## src/rtl/xfer_done_monitor.sv

```systemverilog
// rtl/xfer_done_monitor.sv - TX/RX beat-count transfer monitor producing send_done/recv_done/timeout pulses
module xfer_done_monitor #(
  parameter int          CNT_W       = 32,
  parameter int unsigned TIMEOUT_CYC = 125000000,
  parameter int          TO_W        = 32
) (
  input  logic             clk,
  input  logic             rst_n,
  input  logic             start,
  input  logic [CNT_W-1:0] cfg_tx_beats,
  input  logic [CNT_W-1:0] cfg_rx_beats,
  input  logic             tx_valid,
  input  logic             tx_ready,
  input  logic             rx_valid,
  input  logic             rx_ready,
  output logic             send_done,
  output logic             recv_done,
  output logic             timeout,
  output logic             busy,
  output logic [CNT_W-1:0] tx_cnt,
  output logic [CNT_W-1:0] rx_cnt
);

  localparam logic [1:0] ST_IDLE = 2'd0;
  localparam logic [1:0] ST_SEND = 2'd1;
  localparam logic [1:0] ST_RECV = 2'd2;

  // Last RECV cycle index before the timeout pulse fires.
  localparam logic [TO_W-1:0] TO_LAST = TO_W'(TIMEOUT_CYC - 1);

  logic [1:0]       state_q, state_d;
  logic [CNT_W-1:0] tgt_tx_q, tgt_tx_d;
  logic [CNT_W-1:0] tgt_rx_q, tgt_rx_d;
  logic [CNT_W-1:0] tx_cnt_q, tx_cnt_d;
  logic [CNT_W-1:0] rx_cnt_q, rx_cnt_d;
  logic [TO_W-1:0]  to_cnt_q, to_cnt_d;
  logic             send_done_q, send_done_d;
  logic             recv_done_q, recv_done_d;
  logic             timeout_q, timeout_d;
  logic             busy_q, busy_d;

  logic             tx_hs;
  logic             rx_hs;
  logic [CNT_W-1:0] tx_cnt_inc;
  logic [CNT_W-1:0] rx_cnt_inc;

  assign tx_hs = tx_valid & tx_ready;
  assign rx_hs = rx_valid & rx_ready;

  // Saturating next counts: beats past the target are dropped so counters never wrap.
  always_comb begin
    tx_cnt_inc = tx_cnt_q;
    rx_cnt_inc = rx_cnt_q;
    if (tx_hs && (tx_cnt_q < tgt_tx_q)) begin
      tx_cnt_inc = tx_cnt_q + 1'b1;
    end
    if (rx_hs && (rx_cnt_q < tgt_rx_q)) begin
      rx_cnt_inc = rx_cnt_q + 1'b1;
    end
  end

  // Phase sequencing; every output is a register so pulses are glitch-free and one cycle wide.
  always_comb begin
    state_d     = state_q;
    tgt_tx_d    = tgt_tx_q;
    tgt_rx_d    = tgt_rx_q;
    tx_cnt_d    = tx_cnt_q;
    rx_cnt_d    = rx_cnt_q;
    to_cnt_d    = to_cnt_q;
    busy_d      = busy_q;
    send_done_d = 1'b0;
    recv_done_d = 1'b0;
    timeout_d   = 1'b0;
    case (state_q)
      ST_IDLE: begin
        if (start) begin
          tgt_tx_d = cfg_tx_beats;
          tgt_rx_d = cfg_rx_beats;
          tx_cnt_d = '0;
          rx_cnt_d = '0;
          to_cnt_d = '0;
          busy_d   = 1'b1;
          state_d  = ST_SEND;
        end
      end
      ST_SEND: begin
        tx_cnt_d = tx_cnt_inc;
        rx_cnt_d = rx_cnt_inc;
        if (tx_cnt_inc == tgt_tx_q) begin
          send_done_d = 1'b1;
          state_d     = ST_RECV;
        end
      end
      ST_RECV: begin
        rx_cnt_d = rx_cnt_inc;
        to_cnt_d = to_cnt_q + 1'b1;
        // Completion takes priority over a timeout landing on the same cycle.
        if (rx_cnt_inc >= tgt_rx_q) begin
          recv_done_d = 1'b1;
          busy_d      = 1'b0;
          state_d     = ST_IDLE;
        end else if (to_cnt_q == TO_LAST) begin
          timeout_d = 1'b1;
          busy_d    = 1'b0;
          state_d   = ST_IDLE;
        end
      end
      default: begin
        busy_d  = 1'b0;
        state_d = ST_IDLE;
      end
    endcase
  end

  // State and output registers with synchronous active-low reset.
  always_ff @(posedge clk) begin
    if (!rst_n) begin
      state_q     <= ST_IDLE;
      tgt_tx_q    <= '0;
      tgt_rx_q    <= '0;
      tx_cnt_q    <= '0;
      rx_cnt_q    <= '0;
      to_cnt_q    <= '0;
      send_done_q <= 1'b0;
      recv_done_q <= 1'b0;
      timeout_q   <= 1'b0;
      busy_q      <= 1'b0;
    end else begin
      state_q     <= state_d;
      tgt_tx_q    <= tgt_tx_d;
      tgt_rx_q    <= tgt_rx_d;
      tx_cnt_q    <= tx_cnt_d;
      rx_cnt_q    <= rx_cnt_d;
      to_cnt_q    <= to_cnt_d;
      send_done_q <= send_done_d;
      recv_done_q <= recv_done_d;
      timeout_q   <= timeout_d;
      busy_q      <= busy_d;
    end
  end

  assign send_done = send_done_q;
  assign recv_done = recv_done_q;
  assign timeout   = timeout_q;
  assign busy      = busy_q;
  assign tx_cnt    = tx_cnt_q;
  assign rx_cnt    = rx_cnt_q;

endmodule

```

## config.mk

```make
export PLATFORM = sky130hd
export DESIGN_NAME = xfer_done_monitor
export DESIGN_NICKNAME = d
export VERILOG_FILES = /design/src/rtl/xfer_done_monitor.sv
export SDC_FILE = /design/constraint.sdc
export NUM_CORES = 1
export LEC_CHECK = 0
export ABC_AREA = 1
export CORE_UTILIZATION = 50
export DETAILED_ROUTE_END_ITERATION = 8
export PLACE_DENSITY = 0.77
export SYNTH_ARGS = -nofsm -noshare
export SYNTH_HDL_FRONTEND = slang
export SYNTH_SLANG_ARGS = --single-unit
```

## constraint.sdc

```tcl
create_clock -name clk -period 7.6 [get_ports clk]
set_input_delay 0.76 -clock clk [delete_from_list [all_inputs] [get_ports clk]]
set_output_delay 0.76 -clock clk [all_outputs]
set_load 0.02 [all_outputs]
```

Word level (Yosys, flattened, before mapping):

Index checks and enable logic that the tools add are counted.

* register bits: 166
* logic and storage cells: 62

* add/sub/neg operators: 3
* order comparisons: 3
* equality and inequality tests: 7
* mux-type cells: 18
* bitwise logic cells: 5
* reductions and logical operators: 16

Operators with widths (count)
* $pmux 32 s2: 3
* $add 32x1->32 const B: 3
* $mux 32: 3
* $lt 32x32->1: 2
* $eq 32x27->1 const B: 1
* $eq 32x32->1: 1
* $ge 32x32->1: 1
* $reduce_and 2->1: 6
* $mux 2: 4
* $mux 1: 6
* $pmux 2 s3: 1
* $reduce_and 3->1: 2
* $reduce_bool 2->1: 3
* $ne 2x2->1 const B: 2
* $ne 3x3->1 const B: 1
* $not 1->1: 3
* $pmux 1 s3: 1
* $reduce_or 3->1: 1
* $and 1x1->1: 2
* $eq 2x1->1 const B: 1
* $eq 2x2->1 const B: 1
* $logic_and 1x1->1: 2
* $logic_not 2->1: 1
* $reduce_or 2->1: 1

Depth between registers and ports, before layout:

* depth in word-level cells: 6
* mapped depth: 30
* gate-level depth less buffers: 29

Worst setup path before layout:

No wires, ideal clock.

* path type: reg-to-reg
* from: reg rx_cnt_q[25], in the netlist rx_cnt[25]
* to: reg busy_q, in the netlist busy
* setup time: 0.132 ns
* arrival time: 3.575 ns
* data required time: 7.468 ns
* slack: 3.893 ns
* cell stages (with the launch flop): 28
* path buffers: 1
* cell sequence: dfxtp_1 ha_1 a21oi_1 nor2_1 a211oi_1 o211ai_1 a21oi_1 nand2_1 inv_2 buf_1 nand2_1 xor2_1 inv_2 ha_1 nand2_1 o21ai_0 a21oi_1 o21a_1 nor2_1 o21ai_0 a21boi_0 nor2_1 nand2_1 nand2_1 inv_1 nand2_1 nand2_1 a21oi_1

* longest elaborated chain between the ends: 6
* elaborated cells between the ends (all ways): 9
* classes of those cells: add/sub (1); order compare (2); eq/ne (1); mux (3); reduce/logical (2)

Ends and longest elaborated chain
* start, declared: line 35 `logic [CNT_W-1:0] rx_cnt_q, rx_cnt_d;`
* start signal, assigned: line 133 `rx_cnt_q <= rx_cnt_d;`
* $lt 32x32->1: line 57 `if (rx_hs && (rx_cnt_q < tgt_rx_q)) begin`
* $logic_and 1x1->1: line 57
* $mux 32 *: line 57
* $ge 32x32->1 *: line 98 `if (rx_cnt_inc >= tgt_rx_q) begin`
* $ne 3x3->1 (no source line) or $mux 1 (tied branches)
* $reduce_and 3->1 (no source line) or $pmux 1 s3 (tied branches)
* end signal, assigned: line 138 `busy_q <= busy_d;`
* end, declared: line 40 `logic busy_q, busy_d;`

Mark *: on every way between the ends. The rest lies on a longest branch, timed or not.
A chain may end at the register's enable or synchronous reset.

Worst setup path after layout:

* from: reg rx_cnt_q[19], in the netlist rx_cnt[19]
* to: reg state_q[1]

* longest elaborated chain between the ends: 6
* elaborated cells between the ends (all ways): 9
* classes of those cells: add/sub (1); order compare (2); eq/ne (1); mux (3); reduce/logical (2)

Ends and longest elaborated chain
* $lt 32x32->1: line 57
* $logic_and 1x1->1: line 57
* $mux 32 *: line 57
* $ge 32x32->1 *: line 98
* $ne 3x3->1 (no source line) or $mux 2 (tied branches)
* $reduce_and 3->1 (no source line) or $pmux 2 s3 (tied branches)
* end signal, assigned: line 129 `state_q <= state_d;`
* end, declared: line 31 `logic [1:0] state_q, state_d;`

Marks and branches as above.

==> summary.txt <==
Status
  • Outcome: finished, final reports clean

Clock tree
  • CTS tree: done
  • Setup bufs post-CTS: 0
  • CTS Hold Bufs: 0
  • CTS buffer count: 17
  • H-tree depth: 4
  • # clock sinks: 166
  • Clock Tree Root: clkbuf_16
  • Clock Latency Late Sink: between 0.4 and 0.5 ns
  • Worst-path clk slew: 0.07 ns
  • Clock Path Buffers: 2
  • Resize count post-CTS: 0

Timing
  • # setup viols final: 0
  • RSZ-0062 raised after global routing: no
  • Max_slew headroom: between 20% and 30%
  • Fin Hold WS: roughly 0.48 ns
  • Tmin final: ~4.5 ns
  • Worst slew pin tran: 1.11 ns
  • Skew final: 0.0144 ns
  • Setup_tns: 0 ns
  • Final hold vios: 0
  • Fmax: about 0.22 GHz
  • Period utilization: 59.8%
  • Max Slew Vio Count: 0

Logic synthesis
  • EDFF count, synth: 0
  • Post-synth ARST share: 0%
  • Synth Flop Type: dfxtp_1
  • Mapped cell area: 11,100 um2
  • Synth Instances: 1,703
  • Synth top area cells: dfxtp_1, nand2_1, ha_1
  • Seq/Total Area, Yosys: 29.9%
  • YS warnings: 0
  • Mean Syn Cell Area: approximately 6.5 um2
  • Area leader, netlist: dfxtp_1
  • Seq cells post-synth: 166
  • Yosys top cell area share: 29.9%
  • Post-Syn Nets: 1,874
  • Library cells used by synthesis: 37

Detailed routing
  • DRC: 0
  • Vias/cell: 5.40
  • DRT Pass-1 Iters: 7
  • Via count: 11,344
  • Post-route ant nets: 0
  • Post-Route WL: 30.1 mm
  • Initial DRC Count: 1,049
  • Avg WL per Cell: ~14 um

Global routing
  • Global-route wire length before repair: 49.3 mm
  • Total track usage: 27.1%
  • Grt ovf: 0
  • Initial antenna violation count: 0
  • Number of global-route vias before repair: roughly 10,000
  • Largest net degree at the start of global routing: 86

Power and ir drop
  • Worst vdd ir: approximately 0.00020 V
  • Pwr dens: 223 nW/um2
  • Leakage: 5.56 nW
  • Total power: 2.97 mW

Setup path
  • Data required time of the worst path: around 8.0 ns
  • Worst-path maximum fanout: 19
  • Worst setup SP type: flip-flop
  • Worst R2R Setup Slack: 3.05 ns
  • Setup Crit Path Kind: reg -> reg
  • Arrival @ worst endpoint: approximately 4.9 ns
  • Crit. End Element: flip-flop

Die
  • Core ar.: 21,800 um2
  • Initial cell density of the core: between 50% and 60%
  • I/O Pins: 139
  • Die width: 151 um
  • Row cnt: 54
  • Die area: ~23,000 um2
  • Die Span Y: 151 um

Place
  • DP HPWL: 22.0 mm
  • Routability Congestion: a little over 0.9
  • Port bufs: between 100 and 150

Cells and area
  • Net count, final: slightly below 2,000
  • P&R area growth vs syn: 19.6%
  • Commonest non-fill, non-tap cell in the layout: nand2_1
  • Antenna fix cells: 0
  • Most frequent cells in the layout: nand2_1, inv_1, a21oi_1
  • Layout cells sized above 1: under 10%

Worst hold path
  • Worst min path class: reg -> reg

Flow run
  • Max-cap violations: 0
==> report_power, final <==
part,switching [mW],internal [mW]
clock network,0.383,0.495
registers,0.0594,0.982
logic,0.721,0.332
total,1.16,1.81
==> flip-flops by register name, indices dropped and copies added, names as in the netlist <==
name,count
rx_cnt,32
busy,1
recv_done,1
tgt_tx_q,32
send_done,1
tgt_rx_q,32
timeout,1
tx_cnt,32
to_cnt_q,32
state_q,2
==> critical path: stages, from the launching register on <==
cell and delay, ns:
dfxtp_1 0.48, ha_1 0.29, a21oi_1 0.15, o21ai_0 0.10
nand2_1 0.07, o211ai_1 0.14, a21oi_1 0.17, nand2_1 0.37
inv_2 0.44, nand3_1 0.15, xor2_1 0.17, inv_1 0.08
ha_1 0.29, a21oi_1 0.14, nor2_1 0.06, a211oi_1 0.16
o21a_1 0.16, nor2_1 0.04, o21ai_0 0.15, a21boi_0 0.15
nor2_1 0.22, nand2_1 0.08, nand2_1 0.06, inv_1 0.08
nand2_1 0.09, nand2_1 0.05, a21oi_1 0.14
==> final timing paths <==
kind,from,to,cells after the start
hold reg to reg,to_cnt_q[5],to_cnt_q[5],2
setup reg to reg,rx_cnt[19],state_q[1],26
setup / recovery,rx_cnt[19],state_q[1],26
hold / removal,to_cnt_q[5],to_cnt_q[5],2
==> stage by stage <==
stage | worst slack [ns] | cells | area (um2) | utilization [%]
floorplan | 3.89 | 1703 | 11100 | -
global placement | 3.07 | 2067 | 12700 | 58.3
detailed placement | 2.89 | 2067 | 12700 | 58.3
CTS | 3.14 | 2099 | 13300 | 61.0
global route | 2.54 | 2099 | 13300 | 61.0
finish | 3.05 | 2099 | 13300 | 61.0
==> synth_stat cells (3+ instances only) <==
master      n
clkinv_1    3
nand3_2     3
ha_1      100
a21oi_1   192
inv_2      17
xnor2_1    11
nand4_1    58
nor3_1     32
nor2_1    125
inv_1     211
o21ai_1    12
nor4_1     11
nor3b_1     3
nor2_2     12
clkbuf_1   57
o211ai_1    3
xor2_1     31
o21ai_0    80
nand2_1   439
a211oi_1    6
buf_2       3
nand3_1   100
dfxtp_1   166
nand2_2     8
==> layout make-up <==
type                       count  area (um2)
clock buffer                  18         439
clock inverter                14         153
fill                        2034        8520
inverter                     231         867
multi-input combinational   1245        6740
sequential                   166        3320
tap                          280         350
timing repair buffer         145        1430
==> layer usage <==
| metal | part of all wire, % | global-route usage, % |
|---|---|---|
| met5 | 0 | 0 |
| met4 | 1.4 | 8.70 |
| met3 | 6.2 | 4.28 |
| met2 | 45 | 42.7 |
| met1 | 47 | 37.6 |
==> cell families (layout without fill, tap and decap cells) <==
kind of cell,after synthesis,count (layout),share of synthesized area (%)
AO/OA/AOI/OAI,302,302,14.2
XOR/XNOR,43,43,3.52
flip-flops,166,166,29.9
adder cells (fa/ha/maj),100,100,11.2
AND/OR/NAND/NOR,800,800,31.3
buffers and inverters,292,408,9.89
Power figures use the tool's default switching activity.
